$ cat src/rtl/mem_arbiter.sv
// mem_arbiter
//   Two-client arbiter (I-cache, D-cache) onto one shared block-wide memory
//   port. Only one transaction is outstanding; the address, write data and
//   direction are registered at grant and held stable until mem_ready.
//
// Ports:
//   clk, proc_reset_n        system clock (rising edge), async active-low reset
//   i_read, i_addr           I-cache block read request, held until i_ready
//   i_rdata, i_ready         I-cache read data (ungated), one-cycle completion
//   d_read, d_write          D-cache allocate / writeback requests
//   d_addr, d_wdata          D-cache block address and writeback data
//   d_rdata, d_ready         D-cache read data (ungated), one-cycle completion
//   mem_read, mem_write      registered memory strobes
//   mem_addr, mem_wdata      registered memory address / write data
//   mem_rdata, mem_ready     memory read data and completion
module mem_arbiter #(
    parameter int unsigned ADDR_W = 28,
    parameter int unsigned DATA_W = 128,
    parameter bit          RR_EN  = 1'b1
) (
    input  logic              clk,
    input  logic              proc_reset_n,
    input  logic              i_read,
    input  logic [ADDR_W-1:0] i_addr,
    output logic [DATA_W-1:0] i_rdata,
    output logic              i_ready,
    input  logic              d_read,
    input  logic              d_write,
    input  logic [ADDR_W-1:0] d_addr,
    input  logic [DATA_W-1:0] d_wdata,
    output logic [DATA_W-1:0] d_rdata,
    output logic              d_ready,
    output logic              mem_read,
    output logic              mem_write,
    output logic [ADDR_W-1:0] mem_addr,
    output logic [DATA_W-1:0] mem_wdata,
    input  logic [DATA_W-1:0] mem_rdata,
    input  logic              mem_ready
);

    typedef enum logic [1:0] {
        IDLE,
        BUSY_I,
        BUSY_D
    } state_t;

    state_t r_state;
    logic   r_last_d;   // 1 = D was granted last, 0 = I

    logic w_i_req;
    logic w_d_req;
    logic w_grant_d;
    logic w_grant_i;

    assign w_i_req = i_read;
    assign w_d_req = d_read | d_write;

    // D wins on contention unless round-robin is on and D was served last.
    assign w_grant_d = w_d_req && (!w_i_req || !RR_EN || !r_last_d);
    assign w_grant_i = w_i_req && !w_grant_d;

    // Completion is combinational with mem_ready and gated by ownership,
    // so mem_ready while IDLE never reaches a client.
    assign i_ready = (r_state == BUSY_I) && mem_ready;
    assign d_ready = (r_state == BUSY_D) && mem_ready;

    assign i_rdata = mem_rdata;
    assign d_rdata = mem_rdata;

    always_ff @(posedge clk or negedge proc_reset_n) begin
        if (!proc_reset_n) begin
            r_state   <= IDLE;
            r_last_d  <= 1'b0;
            mem_read  <= 1'b0;
            mem_write <= 1'b0;
            mem_addr  <= '0;
            mem_wdata <= '0;
        end else begin
            case (r_state)
                IDLE: begin
                    if (w_grant_d) begin
                        r_state   <= BUSY_D;
                        r_last_d  <= 1'b1;
                        mem_addr  <= d_addr;
                        // A writeback takes precedence if both strobes are up.
                        mem_write <= d_write;
                        mem_read  <= !d_write;
                        if (d_write) begin
                            mem_wdata <= d_wdata;
                        end
                    end else if (w_grant_i) begin
                        r_state   <= BUSY_I;
                        r_last_d  <= 1'b0;
                        mem_addr  <= i_addr;
                        mem_read  <= 1'b1;
                        mem_write <= 1'b0;
                    end
                end
                BUSY_I, BUSY_D: begin
                    // Runs to completion even if the owner drops its request.
                    if (mem_ready) begin
                        r_state   <= IDLE;
                        mem_read  <= 1'b0;
                        mem_write <= 1'b0;
                    end
                end
                default: begin
                    r_state <= IDLE;
                end
            endcase
        end
    end

endmodule

$ cat config.mk
export PLATFORM = sky130hd
export DESIGN_NAME = mem_arbiter
export DESIGN_NICKNAME = d
export VERILOG_FILES = /design/src/rtl/mem_arbiter.sv
export SDC_FILE = /design/constraint.sdc
export NUM_CORES = 1
export LEC_CHECK = 0
export ABC_CLOCK_PERIOD_IN_PS = 1800
export CORE_AREA = 2 2 288 290
export CTS_CLUSTER_DIAMETER = 60
export DETAILED_ROUTE_END_ITERATION = 16
export DIE_AREA = 0 0 290 292
export GPL_TIMING_DRIVEN = 1
export SKIP_CTS_REPAIR_TIMING = 1
export SLEW_MARGIN = 20
export SYNTH_ARGS = -nofsm -noshare
export SYNTH_HDL_FRONTEND = slang
export SYNTH_SLANG_ARGS = --single-unit
$ cat constraint.sdc
create_clock -name clk -period 1.8 [get_ports clk]
set_input_delay 0.45 -clock clk [delete_from_list [all_inputs] [get_ports clk]]
set_output_delay 0.45 -clock clk [all_outputs]
set_load 0.01 [all_outputs]
## Word level (Yosys, flattened, before mapping)

Index checks and enable logic that the tools add are counted.

| storage, ports and cells | value |
|---|---|
| latch bits | 0 |
| bits of input ports | 318 |
| memories kept | 0 |
| memory bits (writable) | 0 |
| logic and storage cells | 42 |
| register bits after elaboration | 161 |
| output and inout bits | 416 |
| ROM bits | 0 |

| cells by class | value |
|---|---|
| divide/modulo/power cells | 0 |
| shift operators | 0 |
| $mul | 0 |
| $lt $le $gt $ge | 0 |
| muxes and demuxes | 14 |
| add/subtract/negate cells | 0 |
| equality and inequality tests | 4 |
| bitwise gates (word level) | 1 |
| reductions and logical operators | 17 |

Operators with widths:

| cell | count |
|---|---|
| 28-bit 2-to-1 mux | 2 |
| 1-bit 2-to-1 mux | 6 |
| 2-bit 2-to-1 mux | 3 |
| 3-bit AND reduction | 2 |
| 1-bit logical AND | 4 |
| 1-bit zero test | 4 |
| 1-bit case mux with 2 select lines | 2 |
| 2-bit case mux with 2 select lines | 1 |
| 2-bit AND reduction | 2 |
| 2-bit nonzero test | 2 |
| 3-bit inequality test (second input constant) | 1 |
| 2-bit by 1-bit == test with 1-bit output (second input constant) | 1 |
| 2-bit == test (second input constant) | 1 |
| 2-bit zero test | 1 |
| 2-bit inequality test (second input constant) | 1 |
| 2-bit OR reduction | 1 |
| 1-bit logical OR | 1 |
| 1-bit OR | 1 |

## Logic depth before layout (Yosys ltp)

Gate-level depths: netlist of the first run.

| depth | value |
|---|---|
| depth after elaboration | 8 |
| mapped depth | 7 |
| depth with buffers taken out | 5 |

## Least setup slack after synthesis of the first run

OpenSTA, ideal clock, no wires.

| timing | value |
|---|---|
| path type | register to register |
| from | register r_state[0] |
| to | register mem_wdata[100] |
| period minus slack after synthesis | 1546 ps |
| stages on the path, launching flop included | 7 |
| arrival | 1421 ps |
| data required time | 1675 ps |
| path buffers | 2 |
| library setup time | 125 ps |
| path slack | 254 ps |
| cell sequence | dfrtp_1 inv_1 ha_1 nand2_1 buf_4 buf_6 mux2_4 |

| on the way | value |
|---|---|
| longest elaborated chain between the ends | 2 |

RTL lines:

| item | line | RTL |
|---|---|---|
| start: declaration | 47 | `state_t r_state;` |
| start signal: assignment | 72 | `r_state <= IDLE;` |
| start signal: assignment | 82 | `r_state <= BUSY_D;` |
| start signal: assignment | 92 | `r_state <= BUSY_I;` |
| 2-bit zero test | 79 | `case (r_state)` |
| 3-bit AND reduction (no source line) | -- |  |
| end signal: assignment | 89 | `mem_wdata <= d_wdata;` |
| end: declaration | 36 | `output logic [DATA_W-1:0] mem_wdata,` |

No other way between the ends.
A chain may end at the register's enable or synchronous reset.

## Final worst setup path of the first run

| timing | value |
|---|---|
| from | register r_state[0] |
| to | output port d_ready |

| on the way | value |
|---|---|
| longest elaborated chain between the ends | 2 |

RTL lines:

| item | line | RTL |
|---|---|---|
| 2-bit == test | 65 | `assign d_ready = (r_state == BUSY_D) && mem_ready;` |
| 1-bit logical AND | 65 |  |
| end: declaration | 32 | `output logic d_ready,` |

No other way between the ends.

==> summary.md, run 1 <==
| Metric | Value |
|---|---|
| Status | `finished, violations left` |
| Failing checks | `setup timing` |
| # fillers | `~8900` |
| Grt ovf | `0` |
| Die Width | `about 290 um` |
| Synth top area share | `0.464` |
| Crit end category | `primary output` |
| Capturing point of the worst reg2reg path | `mem_wdata[61]` |
| Final Worst Setup Slack | `-0.0478 ns` |
| WL met2 | `around 13000 um` |
| I/O pin cnt | `734` |
| DR WL/cell | `14.4 um` |
| Routed length on met1 | `approximately 9200 um` |
| Pwr per Cell Area | `approximately 1600 nW/um2` |
| Synth async-reset ratio | `1.00` |
| Worst Max-Slew Pin Slew | `between 0.3 and 0.4 ns` |
| Critical path peak fanout | `3` |
| Fmax | `between 500 and 600 MHz` |
| Crit-path cells | `inv_2 > ha_1 > and2_1 > clkbuf_2` |
| Ys flop type | `dfrtp_1` |
| Die Y | `slightly below 300 um` |
| Main combinational cell family by area after synthesis | `buffers and inverters` |
| Clk_lat worst skew | `slightly below 0.5 ns` |
| Worst min-delay path class | `reg2reg` |
| Yosys top cell by area | `dfrtp_1` |
| GRT Resource Usage Total | `0.0632` |
| DRC Markers | `0` |
| H-tree Lvls | `4` |
| Routability Congestion | `0.769` |
| Layout cells sized above 1 | `0.213` |
| Setup WS pre-CTS | `-0.413 ns` |
| Antenna-violating nets left | `0` |
| Arr. time, crit path | `1.40 ns` |
| Post-Synth XOR/XNOR Area | `0` |
| Final net count | `~1100` |
| Hold wc startpoint | `mem_addr[4]` |
| Leakage power figure | `6.65 nW` |
| Commonest cells post-synth | `260 x buf_4, 161 x dfrtp_1, 100 x mux2_4` |
| Root Driver | `clkbuf_16` |
| Reg-to-reg setup timing slack | `~0.12 ns` |
| Fin crit period | `~1.8 ns` |
| Post-synth cell types | `24` |
| Crit-path max cell delay | `just under 0.4 ns` |
| First-pass GRT wire length | `about 39000 um` |
| Complex-gate fraction of the synthesized area | `0.0264` |
| Synth Net Count | `around 1000` |
| Synth Cell Area | `around 8700 um2` |
| Final Cycle Share | `1.03` |
| Startpoint Class | `flop` |
| Dpl cells | `around 1800` |
| Mapped Cells | `between 600 and 700` |
| Final setup vio count | `1` |
| #FFs+latches synth | `approximately 160` |
| Relative slew slack | `0.738` |
| Multiplexer share of the synthesized area | `0.243` |
| CTS Sinks | `~160` |
| Multi-input logic area | `around 2600 um2` |
| Hold Path Sink | `mem_addr[4]` |
| DP Wirelength | `around 21000 um` |
| Post-Synth Adder-Cell Area | `0.00432` |
| Most common cell in the netlist | `buf_4` |
| Hold Vio Cnt, Final | `0` |
| Sequential area share after synthesis | `0.464` |
| Total negative slack | `-0.0478 ns` |
| CTS Buf Count | `17` |
| CTS tree | `yes` |
| RSZ-0062 raised after global routing | `true` |
| Register Area | `between 4000 and 5000 um2` |
| Yosys warnings | `0` |
| Synth Area in Simple Gates | `0.0176` |
| Setup CP Type | `reg2out` |
| DR pass1 iterations | `4` |
| Initial core utilization | `0.106` |
| Initial antenna violation count | `2` |
| DR WL met3 | `approximately 3400 um` |
| Worst-case clock buffer depth | `2` |
| Required @ worst endpoint | `around 1.4 ns` |
| Post-DR vias/cell | `about 2.7` |
| Initial DRC Count | `roughly 110` |
| Crit-path slowest cell | `dfrtp_1` |
| Skew final | `between 0.02 and 0.025 ns` |
| IR Drop Worst-Case VDD | `711 uV` |
| Reg2reg start | `r_state[0]` |
| EDFF count, synth | `0` |
| Drt total wl | `roughly 27000 um` |
| CTS clk-pin slew, worst paths | `0.07 ns` |
| Max-cap viol count | `0` |
| # rows | `105` |
| Top Layer Used | `met5` |
| Cells on worst reg2reg path | `5` |
| Core area | `81600 um2` |
| Layout area overhead | `47.3%` |
| I/O Buffers | `349` |
| Via count | `5071` |
| Max-slew violations | `0` |
| Post-route insts no fill | `between 1500 and 2000` |
| Largest net degree at the start of global routing | `between 60 and 70` |
| Post-Syn Area per Cell | `approximately 13 um2` |
| Hold depth | `2` |
| Synth area leaders | `dfrtp_1 46%, buf_4 22%, mux2_4 17%` |
| Vias in the first global route | `roughly 5700` |
| Die ar. | `about 85000 um2` |
layout make-up:
type / count / share of cell area
inverters: 2 / 0.000587
repair buffers: 376 / 0.330
well taps: 1070 / 0.105
multi-input cells: 235 / 0.201
clock buffers: 19 / 0.0354
diodes: 1 / 0.000196
flip-flops and latches: 161 / 0.315
clock inverters: 13 / 0.0129
per-layer routing:
metal,GRT usage,vias up
met5,0,-
met4,0.0459,2
met3,0.0396,114
met2,0.102,385
met1,0.0581,2345
li1,-,2225
flip-flops by register name, summed over array words and instances, names as in the netlist:
| signal | count |
|---|---|
| mem_wdata | 128 |
| mem_addr | 28 |
| r_state | 2 |
| mem_read | 1 |
| mem_write | 1 |
| r_last_d | 1 |
through the flow:
stage          cell area (um2)  hold slack (ns)   util  power [mW]
2_1_floorplan             8680            0.154      -        12.0
3_3_place_gp             11700            0.472  0.143        16.7
3_5_place_dp             11700            0.479  0.143        16.9
4_1_cts                  12300          -0.0659  0.151        21.1
5_1_grt                  12800            0.509  0.157        21.6
6_report                 12800            0.486  0.157        20.3
layout by cell type, fill, tap and decap left out, drive strengths merged, types with 2 or more instances in the layout:
master	count
nand2	29
dfrtp	161
mux2	128
and2	2
ha	3
a22o	3
bufinv	2
nor3	2
nor2	2
clkdlybuf4s50	188
mux2i	29
dlymetal6s2s	156
buf	28
clkinv	4
clkbuf	22
o21ai	28
inv	8
o2bb2ai	2
worst max path at each step:
stage	from	endpoint	slack (ns)	cells after the start
finish	r_state[0]	d_ready	-0.05	4
global route	r_state[0]	d_ready	-0.15	4
CTS	r_state[0]	d_ready	-0.50	4
detailed placement	i_read	mem_wdata[86]	-0.41	5
global placement	i_read	mem_wdata[84]	-0.40	5
floorplan	r_state[0]	mem_wdata[100]	0.25	6
power by group:
group          switching, mW  internal, mW
Clock                   1.80          2.16
Sequential              1.11          5.49
Combinational           3.82          5.89
kinds of logic (layout without fill, tap and decap cells):
group           Yosys count  count (layout)
compound gates           38              38
fa+ha+maj                 3               3
buf+inv                 281             410
flops                   161             161
mux                     157             157
other cells               0               1
simple gates             37              37
critical path: cells and delay by family (launching register included):
kind,cells,cell delay [ns]
AND/OR/NAND/NOR,1,0.16
adder cells (fa/ha/maj),1,0.18
flip-flops,1,0.39
buffers and inverters,2,0.18
Power figures use the tool's default switching activity.
==> run 2: changes to the inputs <==
--- a/config.mk
+++ b/config.mk
@@ -5,7 +5,6 @@
 export SDC_FILE = /design/constraint.sdc
 export NUM_CORES = 1
 export LEC_CHECK = 0
-export ABC_CLOCK_PERIOD_IN_PS = 1800
 export CORE_AREA = 2 2 288 290
 export CTS_CLUSTER_DIAMETER = 60
 export DETAILED_ROUTE_END_ITERATION = 16
==> results of run 2 <==
The final DEF is identical to that of run 1; final timing and power are the same.
